$ cat src/rtl/seven_segment_scanner.sv
// seven_segment_scanner: time-multiplexed driver for a bank of common-anode
// seven-segment digits on a shared segment bus. Display contents are held in
// shadow registers that are loaded atomically; a prescaler/digit index scans
// the digits with one dead-time cycle per digit to avoid ghosting. Per-digit
// enable and blink, BCD/hex decoding and leading-zero suppression decide
// whether a digit shows its glyph or is blanked.
module seven_segment_scanner #(
  parameter int NUM_DIGITS = 8,
  parameter int SCAN_DIV   = 1024,
  parameter int BLINK_DIV  = 16,
  parameter bit HEX_EN     = 1'b1
) (
  input  logic                    clock_i,
  input  logic                    reset_i,
  input  logic                    load_i,
  input  logic [4*NUM_DIGITS-1:0] value_i,
  input  logic [NUM_DIGITS-1:0]   enable_i,
  input  logic [NUM_DIGITS-1:0]   blink_i,
  input  logic                    lz_suppress_i,
  output logic [6:0]              seg_n_o,
  output logic [NUM_DIGITS-1:0]   dig_n_o,
  output logic                    frame_o
);

  localparam int KW = (NUM_DIGITS > 1) ? $clog2(NUM_DIGITS) : 1;
  localparam int PW = $clog2(SCAN_DIV);
  localparam int BW = (BLINK_DIV > 1) ? $clog2(BLINK_DIV) : 1;

  localparam logic [PW-1:0] P_LAST = PW'(SCAN_DIV - 1);
  localparam logic [KW-1:0] K_LAST = KW'(NUM_DIGITS - 1);
  localparam logic [BW-1:0] B_LAST = BW'(BLINK_DIV - 1);

  // Active-low glyph for one nibble; unknown codes stay dark.
  function automatic logic [6:0] glyph(input logic [3:0] nib);
    logic [6:0] g;
    case (nib)
      4'h0:    g = 7'h40;
      4'h1:    g = 7'h79;
      4'h2:    g = 7'h24;
      4'h3:    g = 7'h30;
      4'h4:    g = 7'h19;
      4'h5:    g = 7'h12;
      4'h6:    g = 7'h02;
      4'h7:    g = 7'h78;
      4'h8:    g = 7'h00;
      4'h9:    g = 7'h10;
      4'hA:    g = 7'h08;
      4'hB:    g = 7'h03;
      4'hC:    g = 7'h46;
      4'hD:    g = 7'h21;
      4'hE:    g = 7'h06;
      4'hF:    g = 7'h0E;
      default: g = 7'h7F;
    endcase
    return g;
  endfunction

  // Shadow (displayed) contents
  logic [4*NUM_DIGITS-1:0] value_q, value_d;
  logic [NUM_DIGITS-1:0]   enable_q, enable_d;
  logic [NUM_DIGITS-1:0]   blink_q, blink_d;
  logic                    lz_q, lz_d;

  // Scan state
  logic [PW-1:0] p_q, p_d;
  logic [KW-1:0] k_q, k_d;
  logic [BW-1:0] fcnt_q, fcnt_d;
  logic          phase_q, phase_d;

  // Registered outputs
  logic [6:0]            seg_n_q, seg_n_d;
  logic [NUM_DIGITS-1:0] dig_n_q, dig_n_d;
  logic                  frame_q, frame_d;

  // Decode helpers
  logic [NUM_DIGITS-1:0] lz_vec_s;
  logic                  all_zero_s;
  logic [3:0]            cur_nib_s;
  logic                  cur_en_s;
  logic                  cur_blink_s;
  logic                  cur_lz_s;
  logic                  blank_s;

  // Shadow next-state: all fields replaced together on load, held otherwise.
  always_comb begin
    value_d  = value_q;
    enable_d = enable_q;
    blink_d  = blink_q;
    lz_d     = lz_q;
    if (load_i) begin
      value_d  = value_i;
      enable_d = enable_i;
      blink_d  = blink_i;
      lz_d     = lz_suppress_i;
    end else begin
      value_d  = value_q;
      enable_d = enable_q;
      blink_d  = blink_q;
      lz_d     = lz_q;
    end
  end

  // Prescaler, digit index, frame counter and blink phase next-state.
  always_comb begin
    p_d     = p_q;
    k_d     = k_q;
    fcnt_d  = fcnt_q;
    phase_d = phase_q;
    if (p_q == P_LAST) begin
      p_d = '0;
      if (k_q == K_LAST) begin
        k_d = '0;
        if (fcnt_q == B_LAST) begin
          fcnt_d  = '0;
          phase_d = ~phase_q;
        end else begin
          fcnt_d = fcnt_q + 1'b1;
        end
      end else begin
        k_d = k_q + 1'b1;
      end
    end else begin
      p_d = p_q + 1'b1;
    end
  end

  // Leading-zero mask: a digit is suppressed when it and every digit above it are zero.
  always_comb begin
    all_zero_s = 1'b1;
    lz_vec_s   = '0;
    for (int i = NUM_DIGITS - 1; i >= 0; i--) begin
      all_zero_s  = all_zero_s & (value_q[4*i +: 4] == 4'h0);
      lz_vec_s[i] = lz_q & all_zero_s & (i != 0);
    end
  end

  // Pick the shadow fields of the currently selected digit.
  always_comb begin
    cur_nib_s   = 4'h0;
    cur_en_s    = 1'b0;
    cur_blink_s = 1'b0;
    cur_lz_s    = 1'b0;
    for (int i = 0; i < NUM_DIGITS; i++) begin
      cur_nib_s   = (k_q == KW'(i)) ? value_q[4*i +: 4] : cur_nib_s;
      cur_en_s    = (k_q == KW'(i)) ? enable_q[i]       : cur_en_s;
      cur_blink_s = (k_q == KW'(i)) ? blink_q[i]        : cur_blink_s;
      cur_lz_s    = (k_q == KW'(i)) ? lz_vec_s[i]       : cur_lz_s;
    end
  end

  // Output next-state for the current (k,p); dead time when p is zero.
  always_comb begin
    blank_s = ~cur_en_s
            | (cur_blink_s & phase_q)
            | ((HEX_EN == 1'b0) && (cur_nib_s > 4'h9))
            | cur_lz_s;
    if ((p_q == '0) || blank_s) begin
      seg_n_d = 7'h7F;
    end else begin
      seg_n_d = glyph(cur_nib_s);
    end
    dig_n_d = '1;
    for (int i = 0; i < NUM_DIGITS; i++) begin
      dig_n_d[i] = ~((p_q != '0) && (k_q == KW'(i)));
    end
    frame_d = (p_q == '0) && (k_q == '0);
  end

  // Shadow registers.
  always_ff @(posedge clock_i or posedge reset_i) begin
    if (reset_i) begin
      value_q  <= '0;
      enable_q <= '0;
      blink_q  <= '0;
      lz_q     <= 1'b0;
    end else begin
      value_q  <= value_d;
      enable_q <= enable_d;
      blink_q  <= blink_d;
      lz_q     <= lz_d;
    end
  end

  // Scan state registers.
  always_ff @(posedge clock_i or posedge reset_i) begin
    if (reset_i) begin
      p_q     <= '0;
      k_q     <= '0;
      fcnt_q  <= '0;
      phase_q <= 1'b0;
    end else begin
      p_q     <= p_d;
      k_q     <= k_d;
      fcnt_q  <= fcnt_d;
      phase_q <= phase_d;
    end
  end

  // Output registers; dark and deselected while in reset.
  always_ff @(posedge clock_i or posedge reset_i) begin
    if (reset_i) begin
      seg_n_q <= 7'h7F;
      dig_n_q <= '1;
      frame_q <= 1'b0;
    end else begin
      seg_n_q <= seg_n_d;
      dig_n_q <= dig_n_d;
      frame_q <= frame_d;
    end
  end

  assign seg_n_o = seg_n_q;
  assign dig_n_o = dig_n_q;
  assign frame_o = frame_q;

endmodule

$ cat config.mk
export PLATFORM = sky130hd
export DESIGN_NAME = seven_segment_scanner
export DESIGN_NICKNAME = d
export VERILOG_FILES = /design/src/rtl/seven_segment_scanner.sv
export SDC_FILE = /design/constraint.sdc
export NUM_CORES = 1
export LEC_CHECK = 0
export CORE_UTILIZATION = 50
export DETAILED_ROUTE_END_ITERATION = 10
export DONT_BUFFER_PORTS = 1
export GPL_ROUTABILITY_DRIVEN = 0
export HOLD_SLACK_MARGIN = 0.02
export PLACE_DENSITY = 0.76
export SKIP_LAST_GASP = 1
export SLEW_MARGIN = 20
export SYNTH_ARGS = -nofsm -noshare
export SYNTH_HDL_FRONTEND = slang
export SYNTH_SLANG_ARGS = --single-unit
export TNS_END_PERCENT = 20
$ cat constraint.sdc
create_clock -name clock_i -period 2.6 [get_ports clock_i]
set_input_delay 0.52 -clock clock_i [delete_from_list [all_inputs] [get_ports clock_i]]
set_output_delay 0.52 -clock clock_i [all_outputs]
set_load 0.005 [all_outputs]
==> results of run 1 <==
## layout make-up
type	count	area share (%)
sequential	83	43.18
multi-input combinational	252	40.68
timing repair buffer	35	7.270
clock buffer	13	3.687
tap	102	2.630
clock inverter	3	1.392
inverter	14	1.160
## how the worst min path moves through the flow
stage,start,cells after the start,to,slack (ns)
after floorplan,value_q[1],1,value_q[1],0.47
after global routing,reset_i,2,value_q[9],0.18
after CTS,reset_i,2,blink_q[0],0.17
final,reset_i,2,value_q[10],0.16
after global placement,value_q[1],1,value_q[1],0.49
after detailed placement,blink_q[3],1,blink_q[3],0.50
## cells by family (layout without fill, tap and decap cells)
group | after synthesis | count (layout) | synth area share [%]
AO/OA/AOI/OAI | 67 | 67 | 10.76
flip-flops | 83 | 83 | 51.18
adder cells (fa/ha/maj) | 15 | 15 | 4.583
AND/OR/NAND/NOR | 109 | 109 | 13.63
XOR/XNOR | 9 | 9 | 1.925
multiplexers | 52 | 52 | 14.21
buffers and inverters | 34 | 65 | 3.727
## layer usage
metal / routed length [um] / GRT usage (%) / vias up
met5: 0 / 0 / -
met4: 227 / 10.55 / 0
met3: 526 / 4.105 / 22
met2: 4570 / 35.43 / 87
met1: 3804 / 27.65 / 1471
li1: - / - / 1370
## where the power goes
group | total [uW] | switching (uW) | internal (uW) | leakage [uW]
clock | 1090 | 445 | 646 | 0.000122
sequential | 1460 | 67.6 | 1400 | 0.000984
combinational | 297 | 138 | 159 | 0.000930
total | 2850 | 650 | 2200 | 0.00204
## sequential cells by signal (all words and copies together) (netlist names)
| signal | flops |
|---|---|
| seg_n_o | 7 |
| dig_n_o | 8 |
| fcnt_q | 4 |
| lz_q | 1 |
| enable_q | 8 |
| value_q | 32 |
| blink_q | 8 |
| p_q | 10 |
| k_q | 3 |
| frame_o | 1 |
| phase_q | 1 |
## synthesized netlist by cell type (4+ instances only)
library cell,instances
dfstp_2,15
mux2_2,49
ha_1,15
a31oi_1,4
clkbuf_1,5
buf_1,4
a21oi_1,20
nand3b_1,6
inv_1,14
xnor2_1,5
nor2_1,15
nor2b_1,5
xor2_1,4
nand2_1,38
nor4_1,6
o31ai_1,4
dfrtp_1,68
nand3_1,9
nand2b_1,6
nand4_1,6
o21ai_0,17
buf_2,8
## worst reg2reg max path, cell delays in order, from the launching register on
cell      delay [ns]
dfrtp_1         0.43
ha_2            0.22
ha_1            0.19
buf_4           0.18
a211oi_1        0.21
o21ai_1         0.11
a31oi_1         0.22
o31a_1          0.38
buf_4           0.19
nand2b_1        0.12
a21oi_1         0.20
o21ai_1         0.09
## metrics by stage
stage | hold WS, ns | worst slack [ns] | area [um2] | std cells
2_1_floorplan | 0.4727 | 0.01794 | 4099 | 369
3_3_place_gp | 0.4941 | 0.01458 | 4322 | 472
3_5_place_dp | 0.4986 | -0.1341 | 4322 | 472
4_1_cts | 0.1664 | -0.006932 | 4622 | 492
5_1_grt | 0.1834 | -0.1748 | 4853 | 502
6_report | 0.1576 | -0.02473 | 4853 | 502
## timing repair
item,4_1_cts,5_1_grt
pin swaps,3,10
gates resized for setup,7,32
setup buffers,4,10
setup endpoints to repair,5,7
==> results by group, run 1 <==
Setup path
  • Max stage delay on crit path: ~0.43 ns
  • Critical Path AT: 2.88 ns
  • WP data required: 2.86 ns
  • CP max stage cell: dfrtp_1
  • Worst setup path start: k_q[0]
  • FF-to-FF path depth: 11
  • Critical path class: reg -> reg
  • Critical path depth in cells: 11
  • CP Capture Type: flip-flop
  • R2r setup slk: -0.02 ns
  • Crit-path max FO: 11
  • Worst r2r src: k_q[0]
  • Crit path capture: seg_n_o[0]
  • Top cell family by delay on the critical path: compound AO/OA/AOI/OAI gates
  • Crit path buf inv count: 2
  • CP cell instances: ha_2 > ha_1 > buf_4 > a211oi_1 > o21ai_1 > a31oi_1 > o31a_1 > buf_4 > nand2b_1 > a21oi_1 > o21ai_1
  • Crit Reg-Reg Endpoint: seg_n_o[0]
  • Worst Setup Start Kind: flip-flop

Final layout
  • Most common cell after layout, fill and taps aside: dfrtp_1
  • Layout Utilization: between 60% and 70%
  • Register area: between 2000 and 2500 um2
  • Inserted Diodes: 0
  • Multi-input logic area: a little under 2000 um2
  • Share of post-route cells with drive strength above 1: 35.50%
  • Layout area overhead: 18.51%
  • Commonest cells after routing, fill and taps aside: dfrtp_1, mux2_2, nand2_1
  • Fin nets: 462
  • # fillers: 575

Drt
  • Detailed Route Iter0 Violations: around 180
  • DRC violations left: 0
  • Post-DRT Antenna Nets: 0
  • Via count: 2,950
  • DRT Wirelength: 9128 um
  • DR vias/cell: 5.876
  • DRT Pass-1 Iters: 4
  • Mean routed wirelength per cell: 18.18 um

Logic synthesis
  • Number of flops mapped to enable cells by yosys: 0
  • Mapped Area: between 4000 and 5000 um2
  • Syn. warnings: 0
  • Part of the Yosys area used for sequential elements: about half
  • Syn_nets: between 400 and 500
  • Ys async rst share: 100.0%
  • Ys flop type: dfrtp_1
  • Synth area leaders: dfrtp_1, mux2_2, dfstp_2
  • Syn Inst Count: 369
  • Yosys top cell area share: approximately two fifths
  • FF+latch count, synth: 83
  • Largest area contributor in the netlist: dfrtp_1
  • Distinct cells, synth: 48
  • Syn_area_per_cell: 11.10 um2

Clocking
  • Clk root buf: clkbuf_8
  • Clk pin slew, worst setup/hold paths: 0.08 ns
  • CTS sink count: 83
  • H-tree depth: 3
  • Clock Path Buffers: 2
  • TritonCTS clock tree: built
  • Cts bufs inserted: 9
  • Cts hold-fix bufs: 0
  • Clock latency on the worst-skew pair: 0.35 ns

Timing
  • Final hold violation count: 0
  • Post-route worst setup slack: -0.02473 ns
  • Post-layout min period: 2.625 ns
  • Final Max Slew Viols: 0
  • Setup_tns: -0.02473 ns
  • Final setup viols: 1
  • Actual slew at the worst max-slew pin: 0.4977 ns
  • Fmax: 0.3810 GHz
  • Tcrit/Tclk final: 101.0%
  • Relative slew slack: 66.64%
  • Worst Skew: 0.006778 ns
  • Unrepaired setup endpoints after global routing: yes

Outcome
  • Violated checks: setup timing
  • Outcome: complete, but fails checks

Die
  • Die height: 92.50 um
  • # IOs: 68
  • Die area: approximately 8600 um2
  • Die X-Extent: 92.50 um
  • Initial core utilization: 52.45%
  • FP Rows: 32
  • Core outline area: 7807 um2

Placed design
  • PortBufs: 0
  • Final HPWL DP: 5930 um

Global routing
  • GRT Overall Usage: 21.68%
  • Remaining global-route overflow: 0
  • Vias in the first global route: 2,893
  • Largest net degree at the start of global routing: 84
  • Global-route wire length before repair: 14,290 um
  • Antenna violations before repair: 0

Worst hold path
  • Hold WC Path Type: in -> async

Pwr
  • Maximum VDD drop: roughly 0.29 mV
  • PD cells: 587.3 nW/um2
  • Leak: just over 0.002 uW
  • Tot Pwr: 2851 uW

Job
  • Max-Cap Viols: 0
Note: power is estimated with default switching activity, not from simulation.
==> inputs of run 2 (changes only) <==
--- a/config.mk
+++ b/config.mk
@@ -6,6 +6,7 @@
 export NUM_CORES = 1
 export LEC_CHECK = 0
 export CORE_UTILIZATION = 50
+export CTS_CLUSTER_SIZE = 16
 export DETAILED_ROUTE_END_ITERATION = 10
 export DONT_BUFFER_PORTS = 1
 export GPL_ROUTABILITY_DRIVEN = 0
==> results of run 2 <==
Final layout, timing and power as in run 1 (identical DEF).
